$ cat config.mk
export PLATFORM = sky130hd
export DESIGN_NAME = up_down_counter_param
export DESIGN_NICKNAME = d
export VERILOG_FILES = /design/src/rtl/up_down_counter_param.sv
export SDC_FILE = /design/constraint.sdc
export NUM_CORES = 1
export LEC_CHECK = 0
export ABC_AREA = 0
export CAP_MARGIN = 20
export CORE_AREA = 2 2 49 51
export CTS_CLUSTER_SIZE = 24
export DETAILED_ROUTE_END_ITERATION = 8
export DIE_AREA = 0 0 51 53
export PLACE_DENSITY = 0.79
export RECOVER_POWER = 25
export SLEW_MARGIN = 20
export SYNTH_ARGS = -nofsm -noshare
export SYNTH_HDL_FRONTEND = slang
export SYNTH_SLANG_ARGS = --single-unit
$ cat constraint.sdc
create_clock -name clk -period 2.46 [get_ports clk]
set_clock_uncertainty 0.2 [all_clocks]
set_input_delay 0.492 -clock clk [delete_from_list [all_inputs] [get_ports clk]]
set_output_delay 0.492 -clock clk [all_outputs]
set_load 0.01 [all_outputs]
$ cat src/rtl/up_down_counter_param.sv
// Parametrised up/down counter with programmable modulus, clear/load/enable,
// wrap or saturate at the bounds, boundary flags and registered event pulses.
module up_down_counter_param #(
    parameter int               WIDTH    = 8,
    parameter logic [WIDTH-1:0] MAX_VAL  = {WIDTH{1'b1}},
    parameter bit               SATURATE = 1'b0
) (
    input  logic             clk,
    input  logic             rst,
    input  logic             clr,
    input  logic             load,
    input  logic [WIDTH-1:0] load_val,
    input  logic             en,
    input  logic             mode,
    output logic [WIDTH-1:0] q,
    output logic             at_max,
    output logic             at_min,
    output logic             ovf,
    output logic             unf,
    output logic             bound_sticky
);

    logic [WIDTH-1:0] cnt_q, cnt_d;
    logic             ovf_q, ovf_d;
    logic             unf_q, unf_d;
    logic             sticky_q, sticky_d;
    logic [WIDTH-1:0] load_clamped;

    assign load_clamped = (load_val > MAX_VAL) ? MAX_VAL : load_val;

    // NOTE: every output of this block gets a default first so no path leaves it unassigned (no latch).
    always_comb begin
        cnt_d    = cnt_q;
        ovf_d    = 1'b0;
        unf_d    = 1'b0;
        sticky_d = sticky_q;
        if (clr) begin
            cnt_d    = '0;
            sticky_d = 1'b0;
        end else if (load) begin
            cnt_d = load_clamped;
        end else if (en) begin
            if (mode) begin
                if (cnt_q == MAX_VAL) begin
                    cnt_d    = SATURATE ? MAX_VAL : '0;
                    ovf_d    = 1'b1;
                    sticky_d = 1'b1;
                end else begin
                    cnt_d = cnt_q + WIDTH'(1);
                end
            end else begin
                if (cnt_q == '0) begin
                    cnt_d    = SATURATE ? '0 : MAX_VAL;
                    unf_d    = 1'b1;
                    sticky_d = 1'b1;
                end else begin
                    cnt_d = cnt_q - WIDTH'(1);
                end
            end
        end
    end

    // NOTE: state registers use non-blocking assignments so all of them update together on the edge.
    always_ff @(posedge clk or posedge rst) begin
        if (rst) begin
            cnt_q    <= '0;
            ovf_q    <= 1'b0;
            unf_q    <= 1'b0;
            sticky_q <= 1'b0;
        end else begin
            cnt_q    <= cnt_d;
            ovf_q    <= ovf_d;
            unf_q    <= unf_d;
            sticky_q <= sticky_d;
        end
    end

    assign q            = cnt_q;
    assign at_max       = (cnt_q == MAX_VAL);
    assign at_min       = (cnt_q == '0);
    assign ovf          = ovf_q;
    assign unf          = unf_q;
    assign bound_sticky = sticky_q;

endmodule
## After elaboration in Yosys (flattened, before gate mapping)

Cells that the tools add are included.
Widths: inputs -> output; s select.

- Bits in registers: 11
- Input port bits: 14
- Output and inout port bits: 13
- Logic and storage cells: 38

- Add/sub/neg operators: 2
- $lt $le $gt $ge: 1
- Eq/ne operators: 3
- Multiplexer cells: 23
- Reductions and logical operators: 5

Operators by type and width:

| kind | number |
|---|---|
| $mux 8 | 7 |
| $mux 1 | 16 |
| $add 8x1->8 const B | 1 |
| $eq 8x8->1 const B | 1 |
| $gt 8x8->1 const B | 1 |
| $logic_not 8->1 | 1 |
| $sub 8x1->8 const B | 1 |
| $reduce_bool 3->1 | 2 |
| $reduce_and 4->1 | 1 |
| $ne 3x2->1 const B | 1 |
| $ne 2x2->1 const B | 1 |
| $reduce_bool 2->1 | 1 |

## Longest topological paths before layout

Gate-level depths: netlist of the first run.

- Depth after elaboration: 6
- Gate-level depth with buffers: 7
- Gate-level depth less buffers: 6

## Worst setup path before layout of the first run

No wires, ideal clock.

- Path kind: flip-flop to output port
- From: register cnt_q[0], in the netlist q[0]
- To: output at_min
- Arrival: 1.491 ns
- Required time: 1.768 ns
- Slack: 0.277 ns
- Stages on the path, launching flop included: 6
- Path buffers: 1
- Cell sequence: dfrtp_1 -> buf_6 -> inv_1 -> ha_1 -> or3b_2 -> nor2_1

- Cells in the longest elaborated chain, start to end: 1

Ends and longest elaborated chain:

| element | line | RTL |
|---|---|---|
| from (decl) | 23 | `logic [WIDTH-1:0] cnt_q, cnt_d;` |
| from (signal assigned) | 71 | `cnt_q <= cnt_d;` |
| $logic_not 8->1 | 80 | `assign at_min = (cnt_q == '0);` |
| to (decl) | 17 | `output logic at_min,` |

Every way passes these cells.

## Worst setup path after layout of the first run

- From: register cnt_q[1], in the netlist q[1]
- To: output at_min

Same word-level chain as after synthesis.

==> results.sh, run 1 <==
export IMPL_syn_area_per_cell_um2=7.70
export IMPL_crit_path_max_fanout=3
export IMPL_tritoncts="yes"
export IMPL_antenna_cells=0
export IMPL_grt_start_max_net_pins=13
export IMPL_met2_length_mm=1.41
export IMPL_antenna_found_initial=0
export IMPL_drv_slew=0
export IMPL_ant_nets=0
export IMPL_critical_path_class="register to output pin"
export IMPL_fin_crit_sh_pct=94.6
export IMPL_synth_compound_area_share_pct=26.8
export IMPL_wl_mm=2.95
export IMPL_cts_sinks=11
export IMPL_hold_class="register to register"
export IMPL_drive_above_1_share_pct=20.7
export IMPL_place_ws_ns=-0.00428
export IMPL_worstSetupEndpointType="output pin"
export IMPL_netlist_instances=128
export IMPL_drt_first_iter_violations=31
export IMPL_coreArea_um2=2150
export IMPL_p_per_area_nw_per_um2=410
export IMPL_top_layer="met4"
export IMPL_slew_headroom_pct=69.6
export IMPL_fp_dieH_um=53
export IMPL_cts_buffers=3
export IMPL_synth_xor_area_share_pct=1.78
export IMPL_synth_top_family_by_area="simple AND/OR/NAND/NOR gates"
export IMPL_die_area_um2=2700
export IMPL_nets=187
export IMPL_synth_warnings=0
export IMPL_synthArstFlopShare_pct=100
export IMPL_synth_nets=145
export IMPL_finalPower_uw=577
export IMPL_via_per_inst=5.71
export IMPL_crit_required_ns=1.77
export IMPL_h_tree_depth=1
export IMPL_critPathLaunchType="register"
export IMPL_instances_no_fill=197
export IMPL_clk_path_buf_depth=2
export IMPL_setup_ws_ns=0.133
export IMPL_synthSimpleGateAreaFrac_pct=27.4
export IMPL_period_minus_slack_ns=2.33
export IMPL_yosys_top_cells_area="dfrtp_1, a21oi_1, o21ai_0"
export IMPL_firstDrtPassIters=4
export IMPL_worstSkewPairLatency_ns=0.26
export IMPL_drc=0
export IMPL_initial_core_util_pct=45.9
export IMPL_die_w_um=51
export IMPL_root_buffer="clkbuf_4"
export IMPL_grt_total_usage_pct=24.3
export IMPL_drv_cap=0
export IMPL_yosysUniqueCellTypes=41
export IMPL_rows=17
export IMPL_io_pins=27
export IMPL_synth_top_area_share_pct=27.9
export IMPL_area_delta_synth_final_pct=42.6
export IMPL_synthMuxAreaShare_pct=3.17
export IMPL_io_buffers=26
export IMPL_synth_top_flop_cell="dfrtp_1"
export IMPL_setup_viol=0
export IMPL_first_global_vias=1063
export IMPL_wl_met3_um=181
export IMPL_place_inst=193
export IMPL_drt_met1_wl_mm=1.27
export IMPL_synth_seq_cells=11
export IMPL_cts_clk_slew_worst_paths_ns=0.08
export IMPL_syn_area_um2=986
export IMPL_globalplace_congestion=0.959
export IMPL_vdd_drop_max_uv=321
export IMPL_synth_fa_ha_area_share_pct=3.81
export IMPL_max_freq_ghz=0.430
export IMPL_worst_slew_pin_transition_ns=0.456
export IMPL_synth_seq_area_share_pct=27.9
export IMPL_holdBufCountCts=0
export IMPL_grt_pass1_wl_mm=4.89
export IMPL_yosysTopAreaCell="dfrtp_1"
export IMPL_finalHoldViolCount=0
export IMPL_status="finished clean"
export IMPL_worst_ep_arrival_time_ns=1.64
export IMPL_p_leak_uw=0.000614
export IMPL_rsz0062_at_grt="false"
export IMPL_dpl_hpwl_mm=2.36
export IMPL_wl_per_cell_um=15.0
export IMPL_synth_edf_count=0
export IMPL_vias=1125
export IMPL_overflow=0
[flip-flops by register name, indices dropped and copies added, names as in the netlist]
signal and count:
unf 1, q 8, bound_sticky 1, ovf 1
[through the flow]
step	hold slack (ns)	utilization (%)	instance area (µm²)	TNS [ns]
after global placement	0.303	64.5	1390	0
after global routing	0.351	65.5	1410	0
after detailed placement	0.309	64.5	1390	-0.00428
final	0.319	65.5	1410	0
after CTS	0.321	65.7	1410	0
after floorplan	0.144	-	986	0
[what timing repair did]
item                       4_1_cts  5_1_grt
resized for setup                3        1
setup endpoints to repair        2        1
setup buffers                    0        0
pin swaps                        1        0
[power breakdown]
part           total [µW]  internal, µW  switching (µW)
clock                 126          62.5            63.5
combinational         253           126             126
sequential            198           192            6.06
total                 577           381             196
[cells in the mapped netlist, types with 2 or more instances]
master / instances
a31o_2: 2
o21ai_0: 10
ha_1: 3
buf_2: 3
dfrtp_1: 11
a221oi_1: 2
nor3b_1: 3
or4_1: 2
mux2i_1: 2
nor2_1: 12
clkbuf_1: 6
buf_6: 2
nor3_1: 6
nand4_1: 2
a21oi_1: 12
inv_1: 8
nand3_1: 4
o31ai_1: 3
nor2b_1: 3
nand2_1: 11
[final cells by class]
type                    instances  area [µm²]
clock buffers                   4        26.3
well taps                      28        35.0
flip-flops and latches         11         275
fillers                       183         742
repair buffers                 48         419
multi-input cells              98         621
inverters                       8        30.0
[kinds of logic after synthesis]
group,after synthesis
buffers and inverters,19
adder cells (fa/ha/maj),3
AND/OR/NAND/NOR,51
multiplexers,3
AO/OA/AOI/OAI,39
flip-flops,11
XOR/XNOR,2
[cells in the final DEF, fill, tap and decap left out, types with 2 or more instances in the layout]
cell              n
inv_1             8
ha_1              3
nand2_1          11
nor2b_1           3
or4_1             2
o31ai_1           3
nor3b_1           3
dfrtp_1          11
clkbuf_4          3
a221oi_1          2
nor3_1            6
a21oi_1          12
nand4_1           2
mux2i_1           2
a31o_2            2
o21ai_0          10
clkdlybuf4s50_1  23
nor2_1           12
buf_4            22
nand3_1           4
[routing by layer]
| layer | up-vias | GRT usage (%) |
|---|---|---|
| met5 | - | 0 |
| met1 | 523 | 32.5 |
| met3 | 8 | 2.82 |
| li1 | 546 | - |
| met4 | 0 | 9.91 |
| met2 | 48 | 39.8 |
[critical path, stage by stage (launching register included)]
cell,delay (ns)
dfrtp_1,0.38
inv_1,0.10
ha_1,0.17
or3b_2,0.46
nor2_1,0.12
clkbuf_2,0.15
[final timing paths]
path / slack [ns] / cells after the start / startpoint / endpoint
max in group asynchronous: 1.28 / 2 / rst / q[6]
worst min register to register: 0.32 / 2 / bound_sticky / bound_sticky
min in group asynchronous: 0.46 / 2 / rst / bound_sticky
worst max register to register: 0.35 / 7 / q[1] / q[6]
worst max-delay path: 0.13 / 5 / q[1] / at_min
worst min-delay path: 0.32 / 2 / bound_sticky / bound_sticky
No activity file was read; power rests on OpenSTA's default activity.
==> run 2, diff against run 1 <==
- SKIP_LAST_GASP: unset -> 1
==> results of run 2 <==
No change in the layout: final DEF, timing and power equal those of run 1.
Main changes from that run: number of gates resized after CTS 3 -> 2
